### src/rtl/dwa_unit_dac_encoder.sv
// Maps the MASH multi-level code onto unit-element DAC enables.
// Ports: clk/rst_n, en strobe, code_in, mode, ptr_clr, ovr_clr -> elem_out, ptr_out, level_out, ovr_flag.
module dwa_unit_dac_encoder #(
  parameter int NUM_ELEM = 7,
  parameter int OFFSET   = 3,
  parameter int PTR_W    = 3
) (
  input  logic                clk,
  input  logic                rst_n,
  input  logic                en,
  input  logic [3:0]          code_in,
  input  logic                mode,
  input  logic                ptr_clr,
  input  logic                ovr_clr,
  output logic [NUM_ELEM-1:0] elem_out,
  output logic [PTR_W-1:0]    ptr_out,
  output logic [3:0]          level_out,
  output logic                ovr_flag
);

  localparam int SW = ((PTR_W > 4) ? PTR_W : 4) + 1;

  logic [5:0]            w_s;
  logic                  w_neg;
  logic                  w_hi;
  logic                  w_ovr;
  logic [3:0]            w_level;
  logic [NUM_ELEM-1:0]   w_therm;
  logic [2*NUM_ELEM-1:0] w_dbl;
  logic [NUM_ELEM-1:0]   w_rot;
  logic [NUM_ELEM-1:0]   w_elem;
  logic [SW-1:0]         w_sum;
  logic [SW-1:0]         w_nxt;

  logic [NUM_ELEM-1:0]   r_elem;
  logic [PTR_W-1:0]      r_ptr;
  logic [3:0]            r_level;
  logic                  r_ovr;

  // Sign-extended code plus offset; bit 5 is the sign.
  assign w_s   = {{2{code_in[3]}}, code_in} + 6'(OFFSET);
  assign w_neg = w_s[5];
  assign w_hi  = !w_s[5] && (w_s > 6'(NUM_ELEM));
  assign w_ovr = w_neg || w_hi;

  always_comb begin
    w_level = w_s[3:0];
    if (w_neg)
      w_level = 4'd0;
    else if (w_hi)
      w_level = 4'(NUM_ELEM);
  end

  always_comb begin
    w_therm = '0;
    for (int k = 0; k < NUM_ELEM; k++)
      w_therm[k] = (k < int'(w_level));
  end

  // Rotate-left by the pointer: doubling the mask makes the
  // wrap past element NUM_ELEM-1 fall out of a plain shift.
  assign w_dbl  = {w_therm, w_therm} << r_ptr;
  assign w_rot  = w_dbl[2*NUM_ELEM-1:NUM_ELEM];
  assign w_elem = mode ? w_rot : w_therm;

  // p < N and level <= N, so one conditional subtract is a true mod N.
  assign w_sum = SW'(r_ptr) + SW'(w_level);
  assign w_nxt = (w_sum >= SW'(NUM_ELEM)) ? (w_sum - SW'(NUM_ELEM)) : w_sum;

  always_ff @(posedge clk or negedge rst_n) begin
    if (!rst_n) begin
      r_elem  <= '0;
      r_level <= '0;
    end else if (en) begin
      r_elem  <= w_elem;
      r_level <= w_level;
    end
  end

  always_ff @(posedge clk or negedge rst_n) begin
    if (!rst_n)
      r_ptr <= '0;
    else if (ptr_clr)
      r_ptr <= '0;
    else if (en && mode)
      r_ptr <= PTR_W'(w_nxt);
  end

  // Set has priority over clear.
  always_ff @(posedge clk or negedge rst_n) begin
    if (!rst_n)
      r_ovr <= 1'b0;
    else if (en && w_ovr)
      r_ovr <= 1'b1;
    else if (ovr_clr)
      r_ovr <= 1'b0;
  end

  assign elem_out  = r_elem;
  assign ptr_out   = r_ptr;
  assign level_out = r_level;
  assign ovr_flag  = r_ovr;

endmodule

### config.mk
export PLATFORM = sky130hd
export DESIGN_NAME = dwa_unit_dac_encoder
export DESIGN_NICKNAME = d
export VERILOG_FILES = /design/src/rtl/dwa_unit_dac_encoder.sv
export SDC_FILE = /design/constraint.sdc
export NUM_CORES = 1
export LEC_CHECK = 0
export ABC_AREA = 0
export BUFFER_PORTS_ARGS = -buffer_cell sky130_fd_sc_hd__buf_2
export CORE_MARGIN = 1.5
export CORE_UTILIZATION = 55
export DETAILED_ROUTE_END_ITERATION = 10
export PLACE_DENSITY_LB_ADDON = 0.2
export SYNTH_ARGS = -nofsm -noshare
export SYNTH_HDL_FRONTEND = slang
export SYNTH_SLANG_ARGS = --single-unit
### constraint.sdc
create_clock -name clk -period 3.6 [get_ports clk]
set_input_delay 0 -clock clk [delete_from_list [all_inputs] [get_ports clk]]
set_output_delay 0 -clock clk [all_outputs]
set_load 0.01 [all_outputs]
==> summary.txt <==
Run status
  • Status: finished clean

Global route
  • Largest net degree at the start of global routing: 25
  • Initial antenna violation count: 0
  • Number of global-route vias before repair: between 1k and 1.5k
  • GRT overflow: 0
  • First-pass GRT wire length: between 5000 and 6000 um
  • Global Route Usage Sum: about a quarter

Pwr
  • Pint: between 0.3 and 0.4 mW
  • Reg power frac: between 30 and 40%
  • Combinational group share of total power: ~43%
  • P_sw: between 0.2 and 0.25 mW
  • Sw Ratio: approximately two fifths
  • P per Cell Area: ~350 nW/um^2
  • Worst vdd rail ir drop: ~0.3 mV
  • Clock group share of total power: 17.6%
  • Leak: between 0.7 and 0.8 nW

STA
  • Min Tclk post-route: 2790 ps
  • Hold Fails Final Rpt: 0
  • Final setup viols: 0
  • Final Max Slew Viols: 0
  • Total negative setup slack: 0 ps
  • Hold slack: around 43 ps
  • Max Freq: 358 MHz
  • Final period util: 77.6%
  • Clock Skew: 4.57 ps
  • RSZ-0062 raised after global routing: false
  • Slew HR: between 60% and 70%
  • Worst-Margin Slew: ~510 ps

Synthesis
  • Cell taking the most area after synthesis: dfrtp_1
  • Synth Area in Adders: 5.75%
  • Post-synthesis sequential area ratio: 26.1%
  • Synth top area share: between 20% and 30%
  • Synthesis-stage register bit count: 15
  • Post-Synth XOR/XNOR Area: between 1 and 1.5%
  • Number of flops mapped to enable cells by yosys: 0
  • Commonest cells post-synth: o21ai_0, a21oi_1, nor2_1
  • Syn_nets: slightly above 200
  • Fraction of the mapped netlist area in compound gates: 33.9%
  • Synthesis Warnings: 0
  • Top FF cell, synth: dfrtp_1
  • Mux contribution to synthesized area: roughly 2.3%
  • Cells after Synth: ~190
  • Asr flop ratio synth: 100%
  • Largest family of logic cells by synthesized area: compound AO/OA/AOI/OAI gates
  • Most common cell in the netlist: o21ai_0
  • Netlist cell types: 49
  • Mapped Area: 1440 um^2
  • Synth area leaders: dfrtp_1, o21ai_0, a21oi_1
  • Post-Syn Area per Cell: between 7 and 8 um^2
  • Synth Area in Simple Gates: approximately 22%

Clocking
  • TritonCTS Buffers: 3
  • Post_cts resized: 0
  • Clk Tree Root Cell: clkbuf_4
  • CTS tree: done
  • # H-tree levels: 1
  • CTS sink cnt: 15
  • Post-CTS setup buffer count: 0
  • Longest Clk Path Bufs: 2
  • Reg clk slew, reported paths: roughly 90 ps
  • Clock latency on the worst-skew pair: ~280 ps

Drt
  • Post-DR wirelength/cell: between 10 and 15 um
  • WL final: 3370 um
  • 1st-pass router iterations: 4
  • DR DRC count: 0
  • Via count: around 1.4k
  • Iteration-0 DRC count of the detailed router: 40
  • Vias per cell: approximately 6.1
  • Antenna viol nets, final: 0

Worst setup path
  • Critical path data required time: between 3000 and 4000 ps
  • R2r worst-path depth: 9
  • Setup crit end kind: flip-flop
  • CP Launch Type: primary input
  • Reg-to-Reg End: ptr_out[0]
  • R2r startpoint: ptr_out[0]
  • Worst setup path startpoint: code_in[0]
  • Worst Path Arrival: 3010 ps
  • Crit Path Max Fanout: 15
  • Crit Path Category: in2reg
  • R2R Setup Slk: between 1000 and 1500 ps

Run
  • Max-Cap Viols: 0

Final layout
  • Diodes inserted: 0
  • Multi-input gate area: between 900 and 1000 um^2
  • Fillcell total: roughly 240
  • Synth-to-layout area growth: 9.84%
  • Layout cell share with drive strength beyond 1: between 10% and 20%
  • Sequential cell area: around 380 um^2
  • Nets@finish: ~220
  • Fin cells: 235

Placement
  • PortBufs: 24
  • Dpl cells: 228
  • GP Congestion: about 0.85
  • Dpl hpwl: 2530 um

Floorplanning
  • Starting Density: ~58%
  • Die outline area: about 2900 um^2
  • Core area: 2480 um^2
  • Die span in x: 54.1 um
  • # IOs: 25
  • Row Count: 18
  • Die height: roughly 54 um

Hold path
  • Worst min path class: in2reg
  • Worst hold stages: 2
  • Hold path endpoint: elem_out[0]
  • HP Start: mode
[layout make-up]
| class | count | area share, % |
|---|---|---|
| inverters | 11 | 2.62 |
| clock buffers | 4 | 1.67 |
| well taps | 30 | 2.38 |
| repair buffers | 28 | 9.99 |
| flip-flops and latches | 15 | 23.8 |
| multi-input cells | 147 | 59.6 |
[registers in the layout, summed over array words and instances (netlist names)]
register,count
ovr_flag,1
level_out,4
ptr_out,3
elem_out,7
[metrics by stage]
stage | setup WS (ps) | power (mW) | area [um^2] | utilization (%)
after CTS | 809 | 0.551 | 1580 | 63.7
after global routing | 561 | 0.591 | 1580 | 63.7
final | 807 | 0.547 | 1580 | 63.7
after floorplan | 1000 | 0.387 | 1440 | -
after global placement | 681 | 0.439 | 1520 | 61.4
after detailed placement | 528 | 0.450 | 1520 | 61.4
[placed cells by master, fill, tap and decap left out, types with 2 or more instances in the layout]
cell type and instances:
xnor2_1 2, nor3_1 3, inv_1 11, ha_1 5, nand2b_1 5, o32ai_1 3
o211ai_1 6, a21oi_1 17, o31ai_1 2, buf_2 24, dlygate4sd3_1 3, nor2_1 16
dfrtp_1 15, o22ai_1 5, nor3_2 2, nand3_1 4, nor2b_1 5, a21o_1 3
nand2_1 15, and2_1 4, clkbuf_4 3, mux2_2 2, a31oi_1 4, o21ai_0 18
a211oi_1 3
[kinds of logic after synthesis]
kind of cell	count (synthesis)
AO/OA/AOI/OAI	74
AND/OR/NAND/NOR	62
buffers and inverters	25
flip-flops	15
adder cells (fa/ha/maj)	6
multiplexers	3
XOR/XNOR	2
[worst max-delay path by stage]
stage,end,slack (ps),cells after the start
global route,ptr_out[0],560,15
floorplan,ptr_out[1],1000,14
CTS,ptr_out[0],810,15
global placement,ptr_out[1],680,14
finish,ptr_out[0],810,15
detailed placement,ptr_out[0],530,15
[power groups by stage]
stage	Sequential (mW)	Combinational, mW	Clock [mW]
floorplan	0.219	0.168	0
global placement	0.216	0.224	0
detailed placement	0.217	0.233	0
CTS	0.214	0.237	0.100
global route	0.218	0.263	0.110
finish	0.214	0.236	0.0965
[timing repair]
action	in CTS	in global routing
endpoints found under the setup margin	0	0
hold buffers	3	0
hold endpoints to repair	19	0
[layer usage]
metal  global-route usage, %  wire length (um)  up-vias
met3                    6.39               173        9
met4                    6.25                37        0
met1                    32.3              1540      657
met5                       0                 0        -
li1                        -                 -      719
met2                    43.3              1620       46
[critical path, cell delays in order]
cell,delay (ps)
buf_2,220
inv_1,90
ha_1,360
nand2b_1,230
a21oi_1,400
nor2_4,130
inv_1,120
fa_1,470
ha_1,260
a21oi_1,120
nor2_1,50
nor2_1,190
xnor2_1,150
nand2_1,70
a21oi_1,140
No activity file was read; power rests on OpenSTA's default activity.
